--- src/rtl/regfile_pkg.sv ---
// Shared constants and helpers for the ID-stage register file and its busy scoreboard.
package regfile_pkg;

   localparam int NREAD_MAX = 4;
   localparam int REG_ZERO  = 0;

   // Elaboration-time ceil(log2(depth)); depth is expected to be a power of two >= 2.
   function automatic int calc_aw(input int depth);
      int aw;
      aw = 0;
      for (int i = 0; i < 31; i++) begin
         if ((1 << i) < depth) aw = i + 1;
      end
      return aw;
   endfunction

endpackage

--- src/rtl/regfile_scoreboard.sv ---
// Per-register busy bits for pending writebacks, plus a registered count of busy registers.
module regfile_scoreboard
   import regfile_pkg::*;
#(
   parameter int DEPTH = 32,
   parameter int AW    = calc_aw(DEPTH)
) (
   input  logic             clk,
   input  logic             reset,
   input  logic             clr_en,
   input  logic [AW-1:0]    clr_regn,
   input  logic             mark_en,
   input  logic [AW-1:0]    mark_regn,
   output logic [DEPTH-1:0] busy,
   output logic [AW:0]      pend_cnt
);

   logic [DEPTH-1:0] busy_d;
   logic [DEPTH-1:0] busy_q;
   logic [AW:0]      pend_cnt_d;
   logic [AW:0]      pend_cnt_q;

   always_comb begin
      busy_d = busy_q;
      if (clr_en && (clr_regn != AW'(REG_ZERO))) busy_d[clr_regn] = 1'b0;
      // Mark is applied last: a writeback landing on the same edge a new one is issued
      // must not hide the newer pending result.
      if (mark_en && (mark_regn != AW'(REG_ZERO))) busy_d[mark_regn] = 1'b1;
      busy_d[REG_ZERO] = 1'b0;
   end

   always_comb begin
      pend_cnt_d = '0;
      for (int i = 0; i < DEPTH; i++) begin
         pend_cnt_d = pend_cnt_d + (AW+1)'(busy_d[i]);
      end
   end

   always_ff @(posedge clk or posedge reset) begin
      if (reset) begin
         busy_q     <= '0;
         pend_cnt_q <= '0;
      end else begin
         busy_q     <= busy_d;
         pend_cnt_q <= pend_cnt_d;
      end
   end

   assign busy     = busy_q;
   assign pend_cnt = pend_cnt_q;

endmodule

--- src/rtl/regfile_sb.sv ---
// MIPS register file: NREAD combinational read ports, one write port, optional write-to-read
// bypass, and a busy scoreboard feeding the hazard/stall unit.
module regfile_sb
   import regfile_pkg::*;
#(
   parameter int WIDTH  = 32,
   parameter int DEPTH  = 32,
   parameter int NREAD  = 2,
   parameter int BYPASS = 1,
   localparam int AW    = calc_aw(DEPTH)
) (
   input  logic                   clk,
   input  logic                   reset,
   input  logic [NREAD*AW-1:0]    rd_addr,
   output logic [NREAD*WIDTH-1:0] rd_data,
   output logic [NREAD-1:0]       rd_busy,
   input  logic                   wen,
   input  logic [AW-1:0]          wregn,
   input  logic [WIDTH-1:0]       wdata,
   input  logic                   mark_en,
   input  logic [AW-1:0]          mark_regn,
   output logic [AW:0]            pend_cnt
);

   logic [WIDTH-1:0] mem_d [DEPTH];
   logic [WIDTH-1:0] mem_q [DEPTH];
   logic             wr_vld;
   logic [DEPTH-1:0] busy;

   assign wr_vld = wen && (wregn != AW'(REG_ZERO));

   always_comb begin
      mem_d = mem_q;
      if (wr_vld) mem_d[wregn] = wdata;
   end

   always_ff @(posedge clk or posedge reset) begin
      if (reset) begin
         for (int i = 0; i < DEPTH; i++) mem_q[i] <= '0;
      end else begin
         mem_q <= mem_d;
      end
   end

   regfile_scoreboard #(
      .DEPTH (DEPTH),
      .AW    (AW)
   ) u_scoreboard (
      .clk       (clk),
      .reset     (reset),
      .clr_en    (wen),
      .clr_regn  (wregn),
      .mark_en   (mark_en),
      .mark_regn (mark_regn),
      .busy      (busy),
      .pend_cnt  (pend_cnt)
   );

   for (genvar p = 0; p < NREAD; p++) begin : g_rd
      logic [AW-1:0]    addr;
      logic             fwd;
      logic [WIDTH-1:0] rd_val;

      assign addr = rd_addr[p*AW +: AW];
      // A writeback arriving this cycle resolves the operand, so it is neither stale nor busy.
      assign fwd  = (BYPASS != 0) && wen && (wregn == addr);

      assign rd_val = (addr == AW'(REG_ZERO)) ? '0    :
                      fwd                     ? wdata :
                                                mem_q[addr];

      assign rd_data[p*WIDTH +: WIDTH] = rd_val;
      assign rd_busy[p]                = busy[addr] & ~fwd;
   end

endmodule

--- config.mk ---
export PLATFORM = sky130hd
export DESIGN_NAME = regfile_sb
export DESIGN_NICKNAME = d
export VERILOG_FILES = /design/src/rtl/regfile_pkg.sv /design/src/rtl/regfile_scoreboard.sv /design/src/rtl/regfile_sb.sv
export SDC_FILE = /design/constraint.sdc
export NUM_CORES = 2
export LEC_CHECK = 0
export BUFFER_PORTS_ARGS = -buffer_cell sky130_fd_sc_hd__clkbuf_2
export CORE_ASPECT_RATIO = 1.5
export CORE_MARGIN = 1.5
export CORE_UTILIZATION = 64
export CTS_CLUSTER_DIAMETER = 120
export DETAILED_ROUTE_END_ITERATION = 8
export PLACE_DENSITY_LB_ADDON = 0.2
export SYNTH_ARGS = -nofsm -noshare
export SYNTH_HDL_FRONTEND = slang
export SYNTH_HIERARCHICAL = 1
export SYNTH_SLANG_ARGS = --single-unit
--- constraint.sdc ---
create_clock -name clk -period 44.8 [get_ports clk]
set_clock_uncertainty 0.2 [all_clocks]
set_input_delay 4.48 -clock clk [delete_from_list [all_inputs] [get_ports clk]]
set_output_delay 4.48 -clock clk [all_outputs]
set_load 0.1 [all_outputs]
==> results.yml <==
synth:
  yosysTopAreaCell: "dfrtp_1"
  synthFlopType: "dfrtp_1"
  yosysUniqueCellTypes: 72
  netlist_area_um2: 57700
  synthTopCellsByArea: "dfrtp_1, mux2_2, mux4_2"
  synth-seq-cells: 1061
  ys_warn_count: 6
  async_flop_share: 1.00
  syn_inst: 4014
  synth_nets: 4100
  synth_top_cell_area_share: 0.460
  synth_seq_area_share: 0.460
  synth_edf_count: 0
  avgSynthCellArea_um2: 14.4
cts:
  cts_hold_buffers: 0
  ctsResizeCount: 0
  cts_root_buffer: "clkbuf_16"
  clock_path_buffers: 3
  cts_buffers: 100
  htree_levels: 3
  cts_tree: "done"
  clk_pin_slew_worst_paths_ns: 0.06
  clock_latency_ns: 0.70
  post_cts_buffers: 0
  clock_sinks: 1061
grt:
  grt_pass1_wl_um: 275000
  grt-busiest-layer: "met2"
  gr-usage-met2: 0.636
  grtUsageMet1: 0.533
  grt_max_degree: 190
  use_met3: 0.112
  grt_overflow: 0
  track_usage: 0.419
  grt_pass1_vias: 40384
  antenna_found_initial: 13
cells_and_area:
  num-nets-final: 3967
  drive_gt1_frac: 0.472
  layout_commonest_cell: "dfrtp_1"
  layout_common_cells: "dfrtp_1, mux2_2, mux4_2"
  area_growth_pct: 7.70
timing:
  tightest_slew_ns: 1.16
  rsz0062_at_grt: "false"
  hold_viol_final: 0
  setup-tns-final_ns: 0
  slew_headroom: 0.230
  min_period_ns: 13.30
  hold_ws_ns: 0.196
  fmax_ghz: 0.0752
  slew_violations: 0
  setup_viol_count_final: 0
  min_period_over_period: 0.297
worst_setup_path:
  critPathCaptureType: "output port"
  startpoint_type: "input pin"
  worstSetupPathType: "input pin to output port"
  slowest_stage: "buf_4"
  crit_chain: "buf_8 -> buf_4 -> buf_4 -> mux4_2 -> mux2_2 -> o21ai_0 -> o21ai_0 -> clkbuf_2"
  arrival_ns: 8.62
  slowest_delay_ns: 0.83
  crit_required_ns: 40.12
  critPathMaxFanout: 49
route:
  ant_nets: 0
  firstDrtPassIters: 7
  drtIter0Drc: 4627
  wire_per_inst_um: 36.3
  vias: 38927
  vias_per_cell: 7.58
  drc: 42
  finalWirelength_um: 186000
floorplanning:
  io_pins: 128
  die_w_um: 248
  die_y_um: 371
  start_util: 0.647
  die_area_um2: 92000
  core_um2: 89200
  row_count: 134
pwr:
  comb_power_share: 0.308
  p_int_uw: 2150
  powerDensity_nw_per_um2: 51.6
  p_leak_uw: 0.0271
  clkPwrFrac: 0.290
  irDropWorstVdd_mv: 0.320
  p_seq_frac: 0.402
  switchingPower_uw: 1050
  power_uw: 3200
  p_sw_frac: 0.328
run_status:
  outcome: "complete, but fails checks"
  violations: "DRC"
placed_design:
  place.port_buffers: 127
  dp_hpwl_um: 104000
  gp_congestion: 0.857
hold_path:
  hold_path_class: "flop to flop"
run:
  max_cap_violations: 0
per-layer routing:
metal	wire length [um]	share of wire	up-vias
met2	86200	0.46	2442
met3	20900	0.11	794
li1	-	-	15213
met5	68	0.00036	-
met4	14300	0.077	10
met1	64900	0.35	20468
final cells by class:
cell class                      count  area [um^2]
Multi-Input combinational cell   2477        29000
Fill cell                        6199        27100
Sequential cell                  1061        26600
Clock buffer                      142         2930
Tap cell                         1156         1450
Timing Repair Buffer              211         1360
Clock inverter                     44          627
Inverter                           30          120
Antenna cell                       12         30.0
path summary, 6_finish.rpt:
path | cells past startpoint | to | slack [ns] | from
max | 8 | rd_data[35] | 31.50 | rd_addr[5]
min | 0 | mem_q[1006] | 0.20 | mem_q[1006]
max reg2reg | 16 | u_scoreboard/pend_cnt[4] | 39.20 | u_scoreboard/busy[12]
min reg2reg | 0 | mem_q[1006] | 0.20 | mem_q[1006]
max in group asynchronous | 6 | mem_q[596] | 36.37 | reset
min in group asynchronous | 2 | u_scoreboard/pend_cnt[3] | 3.51 | reset
power by group through the flow:
| stage | sequential (uW) | clock, uW | combinational [uW] |
|---|---|---|---|
| 6_report | 1290 | 930 | 986 |
| 5_1_grt | 1310 | 973 | 1080 |
| 4_1_cts | 1280 | 934 | 989 |
| 3_5_place_dp | 1300 | 0 | 980 |
| 3_3_place_gp | 1290 | 0 | 954 |
| 2_1_floorplan | 1270 | 0 | 755 |
synth_stat cells (14+ instances only):
library cell and number:
a21oi_1 37, o221ai_1 35, a22oi_1 138, mux2i_1 202, fa_1 23, o21a_1 19
clkbuf_1 205, nand3_1 62, buf_4 28, dfrtp_1 1061, o211ai_1 14, buf_6 25
nand2_1 158, o21ai_0 76, a32o_1 34, buf_1 60, a211oi_1 30, o22ai_1 44
buf_2 120, inv_1 29, mux2_2 988, nor2_1 27, mux4_2 435
through the flow:
step,cells,util,worst slack [ns],area [um^2]
2_1_floorplan,4014,-,11.30,57700
3_3_place_gp,4935,0.656,31.62,58500
3_5_place_dp,4935,0.656,31.54,58500
4_1_cts,5121,0.696,31.52,62100
5_1_grt,5124,0.696,31.27,62100
6_report,5133,0.696,31.50,62100
kinds of logic (layout without fill, tap and decap cells):
| family | Yosys count | in the layout | synth area share |
|---|---|---|---|
| muxes | 1638 | 1638 | 0.402 |
| DFF | 1061 | 1061 | 0.460 |
| AOI/OAI and AO/OA | 481 | 481 | 0.0604 |
| buffers and inverters | 476 | 427 | 0.0401 |
| and+or+nand+nor | 314 | 314 | 0.0259 |
| adders and majority gates | 30 | 30 | 0.00950 |
| xor gates and xnor gates | 13 | 13 | 0.00197 |
| other | 1 | 13 | 0.0000650 |
registers in the layout, indices dropped and copies added (netlist names):
register,count
mem_q,1024
u_scoreboard/busy,31
u_scoreboard/pend_cnt,6
critical path: cells and delay by family:
kind,cells,cell delay [ns]
buf+inv,4,2.46
mux,2,0.88
compound gates,2,0.58
No activity file was read; power rests on OpenSTA's default activity.
